### src/rtl/mine_gen_pkg.sv
// Shared types and helpers for the mine index generator: FSM state encoding,
// the default LFSR seed, maximal-length tap masks and a ceil-log2 helper.
package mine_gen_pkg;

   typedef enum logic [1:0] {
      IDLE = 2'd0,
      GEN  = 2'd1,
      OUT  = 2'd2,
      DONE = 2'd3
   } state_t;

   // Seed used at reset and whenever a zero seed is requested.
   localparam logic [15:0] SEED_DEFAULT = 16'h001F;

   // Feedback masks for a right-shifting Fibonacci LFSR that inserts at the MSB.
   // Bit i of the mask is the coefficient of x^i of a primitive polynomial of
   // degree width (the x^width term is implicit), so bit 0 is always set.
   function automatic logic [15:0] taps(input int width);
      case (width)
         4:       taps = 16'h0009; // x^4+x^3+1
         5:       taps = 16'h0009; // x^5+x^3+1
         6:       taps = 16'h0021; // x^6+x^5+1
         7:       taps = 16'h0041; // x^7+x^6+1
         8:       taps = 16'h0071; // x^8+x^6+x^5+x^4+1
         9:       taps = 16'h0021; // x^9+x^5+1
         10:      taps = 16'h0081; // x^10+x^7+1
         11:      taps = 16'h0201; // x^11+x^9+1
         12:      taps = 16'h0053; // x^12+x^6+x^4+x+1
         13:      taps = 16'h001B; // x^13+x^4+x^3+x+1
         14:      taps = 16'h002B; // x^14+x^5+x^3+x+1
         15:      taps = 16'h4001; // x^15+x^14+1
         16:      taps = 16'hA011; // x^16+x^15+x^13+x^4+1
         default: taps = 16'h0071;
      endcase
   endfunction

   // Smallest r with 2**r >= value (at least 1 so counters are never zero width).
   function automatic int clog2(input int value);
      int r;
      r = 1;
      for (int i = 1; i < 31; i++) begin
         if ((1 << r) < value) r = r + 1;
      end
      return r;
   endfunction

endpackage

### src/rtl/mine_index_gen_lfsr_fib.sv
// Fibonacci LFSR: feedback is the XOR of the tapped bits, shifted in at the
// MSB. A load of zero substitutes the default seed so the register can never
// lock up in the all-zero state.
module lfsr_fib
   import mine_gen_pkg::*;
#(
   parameter int WIDTH = 8
) (
   input  logic             clock,
   input  logic             reset,
   input  logic             step,
   input  logic             load,
   input  logic [WIDTH-1:0] load_val,
   output logic [WIDTH-1:0] q
);

   localparam logic [WIDTH-1:0] MASK = WIDTH'(taps(WIDTH));
   localparam logic [WIDTH-1:0] SEED = WIDTH'(SEED_DEFAULT);

   logic [WIDTH-1:0] q_q, q_d;
   logic             fb;

   // Next value: load wins over step; otherwise hold.
   always_comb begin
      fb  = ^(q_q & MASK);
      q_d = q_q;
      if (load) begin
         q_d = (load_val == '0) ? SEED : load_val;
      end else if (step) begin
         q_d = {fb, q_q[WIDTH-1:1]};
      end
   end

   // State register with synchronous active-low reset to the default seed.
   always_ff @(posedge clock) begin
      if (!reset) q_q <= SEED;
      else        q_q <= q_d;
   end

   assign q = q_q;

endmodule

### src/rtl/mine_index_gen.sv
// Mine placement generator: an LFSR proposes cell indices, out-of-range and
// already-placed candidates are rejected, and MINES unique indices are handed
// off over a valid/ready port while being accumulated in a CELLS-bit map.
// Optional build macro: MINE_GEN_SAFE_CELL_EN adds safe_idx, a cell that is
// never chosen (sampled on start).
module mine_index_gen
   import mine_gen_pkg::*;
#(
   parameter int LFSR_W = 8,
   parameter int CELLS  = 81,
   parameter int MINES  = 10,
   parameter int IDX_W  = 7
) (
   input  logic              clock,
   input  logic              reset,
   input  logic              start,
   input  logic              seed_load,
   input  logic [LFSR_W-1:0] seed,
`ifdef MINE_GEN_SAFE_CELL_EN
   input  logic [IDX_W-1:0]  safe_idx,
`endif
   output logic [IDX_W-1:0]  idx,
   output logic              idx_valid,
   input  logic              idx_ready,
   output logic [CELLS-1:0]  mine_map,
   output logic              busy,
   output logic              done
);

   localparam int MAP_W = 1 << IDX_W;
   localparam int RW    = clog2(MINES + 1);
   localparam logic [IDX_W:0]  CELLS_LIM = (IDX_W + 1)'(CELLS);
   localparam logic [RW-1:0]   MINES_R   = RW'(MINES);
   localparam logic [RW-1:0]   ONE_R     = RW'(1);

   state_t            state_q, state_d;
   logic [LFSR_W-1:0] lfsr_q;
   logic [IDX_W-1:0]  cand;
   logic [MAP_W-1:0]  map_ext;
   logic              idle_like, start_go, cand_ok, handshake;
   logic              lfsr_step, lfsr_load;

   logic [IDX_W-1:0]  idx_q, idx_d;
   logic              valid_q, valid_d;
   logic [CELLS-1:0]  mine_map_q, mine_map_d;
   logic [RW-1:0]     remaining_q, remaining_d;
   logic              done_q, done_d;
`ifdef MINE_GEN_SAFE_CELL_EN
   logic [IDX_W-1:0]  safe_q, safe_d;
`endif

   // The LFSR runs freely except while an index waits in OUT.
   assign idle_like = (state_q == IDLE) || (state_q == DONE);
   assign lfsr_step = (state_q != OUT);
   assign lfsr_load = idle_like && seed_load;

   lfsr_fib #(.WIDTH(LFSR_W)) u_lfsr (
      .clock    (clock),
      .reset    (reset),
      .step     (lfsr_step),
      .load     (lfsr_load),
      .load_val (seed),
      .q        (lfsr_q)
   );

   // Candidate is the low IDX_W bits; the map is zero-padded to the full index
   // range so out-of-range candidates can be looked up safely.
   assign cand    = IDX_W'(lfsr_q);
   assign map_ext = MAP_W'(mine_map_q);

   // Candidate acceptance and handshake qualifiers.
   always_comb begin
      cand_ok = ({1'b0, cand} < CELLS_LIM) && !map_ext[cand];
`ifdef MINE_GEN_SAFE_CELL_EN
      if (cand == safe_q) cand_ok = 1'b0;
`endif
      start_go  = idle_like && start && !seed_load;
      handshake = (state_q == OUT) && valid_q && idx_ready;
   end

   // FSM state register.
   always_ff @(posedge clock) begin
      if (!reset) state_q <= IDLE;
      else        state_q <= state_d;
   end

   // FSM next-state logic.
   always_comb begin
      state_d = state_q;
      case (state_q)
         IDLE, DONE: if (start_go) state_d = GEN;
         GEN:        if (cand_ok)  state_d = OUT;
         OUT: begin
            if (handshake) state_d = (remaining_q == ONE_R) ? DONE : GEN;
         end
         default:    state_d = IDLE;
      endcase
   end

   // FSM outputs.
   always_comb begin
      busy = (state_q == GEN) || (state_q == OUT);
   end

   // Datapath next-state: run setup, index capture and handshake bookkeeping.
   always_comb begin
      idx_d       = idx_q;
      valid_d     = valid_q;
      mine_map_d  = mine_map_q;
      remaining_d = remaining_q;
      done_d      = done_q;
`ifdef MINE_GEN_SAFE_CELL_EN
      safe_d      = safe_q;
`endif
      if (start_go) begin
         mine_map_d  = '0;
         remaining_d = MINES_R;
         done_d      = 1'b0;
`ifdef MINE_GEN_SAFE_CELL_EN
         safe_d      = safe_idx;
`endif
      end
      if ((state_q == GEN) && cand_ok) begin
         idx_d      = cand;
         valid_d    = 1'b1;
         mine_map_d = mine_map_q | (CELLS'(1) << cand);
      end
      if (handshake) begin
         valid_d     = 1'b0;
         remaining_d = remaining_q - ONE_R;
         if (remaining_q == ONE_R) done_d = 1'b1;
      end
   end

   // Datapath registers; reset also aborts any run in progress.
   always_ff @(posedge clock) begin
      if (!reset) begin
         idx_q       <= '0;
         valid_q     <= 1'b0;
         mine_map_q  <= '0;
         remaining_q <= '0;
         done_q      <= 1'b0;
`ifdef MINE_GEN_SAFE_CELL_EN
         safe_q      <= '0;
`endif
      end else begin
         idx_q       <= idx_d;
         valid_q     <= valid_d;
         mine_map_q  <= mine_map_d;
         remaining_q <= remaining_d;
         done_q      <= done_d;
`ifdef MINE_GEN_SAFE_CELL_EN
         safe_q      <= safe_d;
`endif
      end
   end

   assign idx       = idx_q;
   assign idx_valid = valid_q;
   assign mine_map  = mine_map_q;
   assign done      = done_q;

endmodule

### config.mk
export PLATFORM = sky130hd
export DESIGN_NAME = mine_index_gen
export DESIGN_NICKNAME = d
export VERILOG_FILES = /design/src/rtl/mine_gen_pkg.sv /design/src/rtl/mine_index_gen_lfsr_fib.sv /design/src/rtl/mine_index_gen.sv
export SDC_FILE = /design/constraint.sdc
export NUM_CORES = 1
export LEC_CHECK = 0
export ABC_AREA = 1
export BUFFER_PORTS_ARGS = -buffer_cell sky130_fd_sc_hd__buf_2
export CORE_UTILIZATION = 40
export CTS_CLUSTER_DIAMETER = 120
export DETAILED_ROUTE_END_ITERATION = 8
export GPL_ROUTABILITY_DRIVEN = 0
export SLEW_MARGIN = 20
export SYNTH_ARGS = -nofsm -noshare
export SYNTH_HDL_FRONTEND = slang
export SYNTH_SLANG_ARGS = --single-unit
### constraint.sdc
create_clock -name clock -period 2.2 [get_ports clock]
set_input_delay 0.22 -clock clock [delete_from_list [all_inputs] [get_ports clock]]
set_output_delay 0.22 -clock clock [all_outputs]
set_load 0.005 [all_outputs]
==> flow_metrics.tcl, run 1 <==
set metrics [dict create \
    diodes 0 \
    cts_tree "yes" \
    antenna_found_initial 0 \
    finalSetupViolCount 3 \
    num_io_pins 104 \
    status "finished, violations left" \
    holdPathStages 3 \
    htreeDepth 3 \
    post-dp-hpwl_um 12600 \
    yosys.area_share.simple_pct 31.5 \
    dpl-instance-area_um2 6390 \
    synth_edf_count 0 \
    yosysMostFrequentCell "nand2_1" \
    drc 0 \
    cts_sinks 104 \
    synthFlopType "dfxtp_1" \
    cts_buffers 9 \
    initial_utilization_pct 41.8 \
    synth_fp_nets 910 \
    worst_slew_pin_slew_ns 0.588 \
    power_density_nw_per_um2 1060 \
    grt_max_degree 56 \
    path_max_fanout 8 \
    routed_via_density 5.40 \
    required_ns 2.50 \
    drt_iter0_drc 641 \
    io_buffer_count 103 \
    insertion_delay_ns 0.37 \
    hold-path-endpoint "u_lfsr.q[3]$_SDFFE_PN1P_" \
    critical_path_class "reg2reg" \
    period_share_pct 100 \
    rsz0062_at_grt "yes" \
    drive_above_1_share_pct 25.8 \
    endpoint_kind "flop" \
    ant_nets 0 \
    r2r_cells 16 \
    synth_xor_area_share_pct 0.156 \
    synthArstFlopShare_pct 0 \
    synth_area_leaders "dfxtp_1, nand2_1, o21ai_0, nor2_1, a21oi_1" \
    vdd_ir_drop_max_mv 0.538 \
    grt_pass1_vias 5460 \
    slew_viol_final 0 \
    hold_violations 0 \
    vias 6414 \
    p_leak_uw 0.00297 \
    die_y_um 121 \
    rr_startpoint "u_lfsr.q[0]$_SDFFE_PN1P_" \
    fin_skew_ns 0.0120 \
    r2r_slack_ns -0.004 \
    ys_ff_latch 104 \
    max_freq_mhz 454 \
    violations "setup timing" \
    muxShareOfSynthArea_pct 0 \
    wire_per_inst_um 16.6 \
    drv_cap 0 \
    arrival_ns 2.51 \
    timing.final.ws_setup_ns -0.00446 \
    synth_top_family_by_area "simple AND/OR/NAND/NOR gates" \
    row_count 42 \
    synth_commonest_cells "nand2_1, nor2_1, o21ai_0" \
    totalPowerFinal_uw 7830 \
    cts_buffer_depth 2 \
    die-area_um2 14500 \
    yosysTopAreaCellShare_pct 37.1 \
    clkSlewWorstSetupHoldPaths_ns 0.07 \
    coreArea_um2 13500 \
    syn_inst 891 \
    fp.dieW_um 121 \
    syn-cell-area_um2 5620 \
    grt_pass1_wl_um 28600 \
    relSlewSlack_pct 60.8 \
    nNetsFinal 1026 \
    startpoint "u_lfsr.q[0]$_SDFFE_PN1P_" \
    grt.total_usage_pct 25.2 \
    syn_to_final_growth_pct 31.4 \
    synth-seq-area-share_pct 37.1 \
    regToRegEndpoint "mine_map[40]$_SDFFE_PN0P_" \
    cp-start-kind "flop" \
    yosys_warnings 0 \
    synth_area_leader_cell "dfxtp_1" \
    gr-total-overflow 0 \
    fin_area_um2 7380 \
    synth-compound-area-share_pct 20.6 \
    hp-class "in2reg" \
    avgSynthCellArea_um2 6.31 \
    final_period_minus_worst_setup_slack_ns 2.20 \
    ys_types 31 \
    synthAdderAreaFrac_pct 1.34 \
    root_buffer "clkbuf_16" \
    drtPass1Iterations 5 \
    worstHoldStart "seed[3]" \
    drt-total-wl_um 19700 \
]
## sequential cells by signal, summed over array words and instances, names as in the netlist
name         cells
state_q          2
idx              7
u_lfsr.q         8
done             1
remaining_q      4
idx_valid        1
mine_map        81
## metal layers
layer | track usage, % | part of all wire [%] | up-vias
met5 | 0 | 0 | -
met4 | 6.40 | 2.2 | 0
met3 | 5.09 | 7.0 | 37
met2 | 39.7 | 45 | 269
met1 | 35.0 | 46 | 2972
li1 | - | - | 3136
## through the flow
step / setup slack (ns) / cells / TNS, ns / utilization (%) / hold WS (ns)
floorplan: 0.303 / 891 / 0 / - / 0.427
global placement: 0.0624 / 1144 / 0 / 47.5 / 0.461
detailed placement: 0.0188 / 1144 / 0 / 47.5 / 0.458
CTS: 0.00327 / 1159 / 0 / 49.8 / 0.179
global route: -0.143 / 1187 / -8.12 / 54.9 / 0.202
finish: -0.00446 / 1187 / -0.00499 / 54.9 / 0.183
## cell families (layout without fill, tap and decap cells)
group | after synthesis | after routing
adder cells (fa/ha/maj) | 6 | 6
AND/OR/NAND/NOR | 439 | 440
XOR/XNOR | 1 | 1
flip-flops | 104 | 104
buffers and inverters | 126 | 245
AO/OA/AOI/OAI | 215 | 215
## layout by cell type (no fill, tap or decap), types with 2 or more instances in the layout
master | Yosys | routed
nand2_1 | 261 | 252
nor2_1 | 111 | 107
nand3_1 | 42 | 40
nor4_1 | 11 | 11
clkinv_1 | 5 | 5
a21oi_2 | 10 | 51
a21oi_4 | 0 | 2
dfxtp_1 | 104 | 102
buf_2 | 16 | 103
nor3_1 | 9 | 9
o211ai_1 | 7 | 7
buf_12 | 0 | 6
dfxtp_4 | 0 | 2
nand2_2 | 0 | 5
inv_1 | 60 | 57
o21ai_2 | 0 | 6
o21ai_1 | 2 | 10
clkinvlp_4 | 0 | 2
inv_2 | 2 | 3
a21oi_1 | 78 | 35
o221ai_1 | 5 | 5
nand2_4 | 0 | 3
clkbuf_8 | 0 | 3
nor2_2 | 0 | 4
nand3_2 | 0 | 3
clkbuf_16 | 0 | 15
ha_1 | 6 | 6
buf_6 | 3 | 13
o21ai_0 | 109 | 95
buf_4 | 2 | 33
buf_8 | 0 | 2
## critical path, cell delays in order (launching register included)
cell and delay [ns]:
dfxtp_4 0.36, buf_6 0.13, clkbuf_16 0.16, nand2_1 0.07, nand2_1 0.06, nand2_1 0.06
nand3_1 0.08, nand3_1 0.14, nand2_1 0.08, nor2_2 0.12, nor2_2 0.07, nor2_4 0.15
nand3_4 0.17, buf_6 0.17, buf_6 0.11, buf_6 0.10, a21oi_2 0.11
## how the worst max path moves through the flow
stage / end / slack [ns] / cells past startpoint
6_report: mine_map[40]$_SDFFE_PN0P_ / -0.004 / 16
5_1_grt: mine_map[40]$_SDFFE_PN0P_ / -0.14 / 12
4_1_cts: idx_valid$_SDFFE_PP0P_ / 0.003 / 15
3_5_place_dp: idx_valid$_SDFFE_PP0P_ / 0.02 / 15
3_3_place_gp: idx_valid$_SDFFE_PP0P_ / 0.06 / 15
2_1_floorplan: mine_map[17]$_SDFFE_PN0P_ / 0.30 / 15
## timing repair
item / 4_1_cts / 5_1_grt
endpoints found under the setup margin: 0 / 85
setup buffers: 0 / 18
resized for setup: 0 / 112
endpoints found under the hold margin: 0 / 0
hold buffers: 0 / 0
## cell type report
| cell class | instances | area [um^2] |
|---|---|---|
| clock buffers | 13 | 270 |
| clock inverters | 2 | 37.5 |
| fillers | 1398 | 6070 |
| inverters | 67 | 260 |
| multi-input cells | 662 | 3290 |
| flip-flops and latches | 104 | 2090 |
| well taps | 176 | 220 |
| repair buffers | 163 | 1210 |
## where the power goes
group | internal [uW] | switching (uW)
clock | 970 | 725
combinational | 1450 | 2470
sequential | 2060 | 149
total | 4480 | 3340
Note: power is estimated with default switching activity, not from simulation.
==> inputs of run 2 (changes only) <==
Settings changed: ABC_AREA 1 to not set, REMOVE_ABC_BUFFERS set to 1, SKIP_LAST_GASP set to 1.
==> run 2 against run 1 <==
  * The run still ends with setup timing left
  * Final area fell by 11%
  * Clock power is 17% lower
  * Critical path depth shrank 6
  * First-iteration DRC count shrank 36%
  * Clock skew shrank 0.0025 ns
  * Die area down 16%
  * Flip-flop and latch count did not move
  * Via count is 29% lower
  * Power fell by 22%
  * Sequential power down 5%
  * Synthesized area fell by 16%
  * Setup slack worse by 0.42 ns
  * Highest routed layer unchanged
==> flow_metrics.tcl, run 2 <==
set metrics [dict create \
    totalPowerFinal_uw 6140 \
    layout_common_cells "buf_2, dfxtp_1, a32o_1" \
    cts_buffers 9 \
    clockPowerShare_pct 23.0 \
    place_ws_ns -0.444 \
    gr-total-overflow 0 \
    coreArea_um2 11400 \
    timing.final.ws_setup_ns -0.425 \
    final_common_cell "buf_2" \
    arrival_ns 2.92 \
    post-dp-hpwl_um 10100 \
    synthFlopType "dfxtp_1" \
    synth_edf_count 0 \
    drive_above_1_share_pct 40.5 \
    yosys.area_share.simple_pct 11.4 \
    fp.dieW_um 110 \
    p_leak_uw 0.00295 \
    die_y_um 110 \
    r2r_cells 10 \
    syn-cell-area_um2 4710 \
    crit_path_max_incr_delay_ns 0.47 \
    insertion_delay_ns 0.35 \
    synth-compound-area-share_pct 25.0 \
    clkSlewWorstSetupHoldPaths_ns 0.07 \
    yosysMostFrequentCell "dfxtp_1" \
    holdPathStages 3 \
    antenna_found_initial 0 \
    p_seq_share_pct 34.2 \
    die-area_um2 12200 \
    initial_utilization_pct 41.2 \
    htreeDepth 3 \
    max_freq_mhz 381 \
    relSlewSlack_pct 26.4 \
    cts_buffer_depth 2 \
    syn_to_final_growth_pct 40.0 \
    muxShareOfSynthArea_pct 11.1 \
    synthAdderAreaFrac_pct 1.60 \
    vias 4571 \
    routed_via_density 5.99 \
    synth_commonest_cells "dfxtp_1, a32o_1, nand2_1" \
    hold_buffers 0 \
    hold_violations 0 \
    yosysTopAreaCellShare_pct 44.2 \
    grt_pass1_vias 4471 \
    cts_tree "yes" \
    status "finished, violations left" \
    worst_slew_pin_slew_ns 1.10 \
    synthArstFlopShare_pct 0 \
    slew_viol_final 0 \
    endpoint_kind "flop" \
    rsz0062_at_grt "yes" \
    violations "setup timing" \
    p_switching_uw 2190 \
    vdd_ir_drop_max_mv 0.430 \
    synth-seq-area-share_pct 44.2 \
    crit_chain "mux2_2 > a2111oi_1 > o41ai_1 > buf_4 > nor4_4 > nand4_1 > o211ai_4 > buf_6 > clkbuf_16 > a32o_1" \
    hp-class "in2reg" \
    drtPass1Iterations 5 \
    ant_nets 0 \
    nNetsFinal 637 \
    grt.total_usage_pct 24.5 \
    ys_types 53 \
    power_density_nw_per_um2 932 \
    switching_share_pct 35.7 \
    cp-start-kind "flop" \
    synth_xor_area_share_pct 0.558 \
    avgSynthCellArea_um2 10.6 \
    critical_path.slowest_cell "a2111oi_1" \
    grt_pass1_wl_um 23600 \
    drv_cap 0 \
    num_io_pins 104 \
    fillers 1031 \
    root_buffer "clkbuf_16" \
    largest_reg_flops 81 \
    hold_slack_ns 0.204 \
    drt-total-wl_um 15900 \
    grt_max_degree 41 \
    diodes 0 \
    required_ns 2.49 \
    finalSetupViolCount 91 \
    cts_sinks 104 \
    synth_area_leader_cell "dfxtp_1" \
    ys_ff_latch 104 \
    drt_iter0_drc 409 \
    syn_inst 442 \
    internal_power_uw 3950 \
    critical_path_class "reg2reg" \
    period_share_pct 119 \
    drc 0 \
    wire_per_inst_um 20.8 \
    row_count 39 \
    path_max_fanout 10 \
    yosys_warnings 0 \
    io_buffer_count 103 \
    fin_skew_ns 0.00951 \
    pwr-share-comb_pct 42.8 \
    synth_top_family_by_area "compound AO/OA/AOI/OAI gates" \
    final_period_minus_worst_setup_slack_ns 2.62 \
    synth_area_leaders "dfxtp_1, a32o_1, mux2i_1, mux4_2, nand2_1" \
]
-- run 2: cells by family (layout without fill, tap and decap cells) --
group	Yosys count	in the layout
AO/OA/AOI/OAI	131	131
XOR/XNOR	3	3
adder cells (fa/ha/maj)	6	6
buffers and inverters	54	232
flip-flops	104	104
multiplexers	38	38
AND/OR/NAND/NOR	106	106
-- run 2: cell type report --
cell class                      instances  area, um^2  area share, %
Multi-Input combinational cell        284        2440           37.1
Sequential cell                       104        2080           31.6
Timing Repair Buffer                  206        1590           24.1
Clock buffer                           11         233           3.53
Tap cell                              143         179           2.72
Inverter                               13        48.8          0.741
Clock inverter                          2        10.0          0.152
-- run 2: final timing paths --
| kind | startpoint | endpoint | slack (ns) |
|---|---|---|---|
| max | u_lfsr.q[1]$_SDFFE_PN1P_ | mine_map[64]$_SDFFE_PN0P_ | -0.42 |
| min | seed[3] | u_lfsr.q[3]$_SDFFE_PN1P_ | 0.20 |
| max reg2reg | u_lfsr.q[1]$_SDFFE_PN1P_ | mine_map[64]$_SDFFE_PN0P_ | -0.42 |
| min reg2reg | idx[6]$_SDFFE_PN0P_ | idx[6]$_SDFFE_PN0P_ | 0.45 |
-- run 2: critical path, delay by kind of cell (launching register included) --
kind                   cells  cell delay, ns
buffers and inverters      3            0.48
AND/OR/NAND/NOR            2            0.50
flip-flops                 1            0.37
AO/OA/AOI/OAI              4            0.89
multiplexers               1            0.33
-- run 2: what timing repair did --
action	in CTS	in global routing
setup buffers	6	4
cloned	1	8
resized for setup	13	16
setup endpoints to repair	91	91
pin swaps	3	5
-- run 2: stage by stage --
| stage | cells | utilization, % | cell area [um^2] | TNS [ns] |
|---|---|---|---|---|
| after floorplan | 401 | - | 4470 | -337.24 |
| after global placement | 732 | 51.6 | 5890 | -35.89 |
| after detailed placement | 732 | 51.6 | 5890 | -38.51 |
| after CTS | 752 | 54.8 | 6250 | -24.79 |
| after global routing | 763 | 57.7 | 6590 | -41.61 |
| final | 763 | 57.7 | 6590 | -35.56 |
-- run 2: per-layer routing --
layer	GRT usage, %	wire [um]	part of all wire (%)
met1	33.3	6860	43
met3	4.23	1220	7.7
met4	10.3	425	2.7
met2	38.3	7400	47
met5	0	0	0
-- run 2: power by group through the flow --
stage	registers [uW]	clock network (uW)	logic, uW
global placement	2130	0	1920
global route	2110	1500	2790
floorplan	2220	0	950
detailed placement	2130	0	1950
CTS	2090	1430	2090
finish	2100	1410	2630
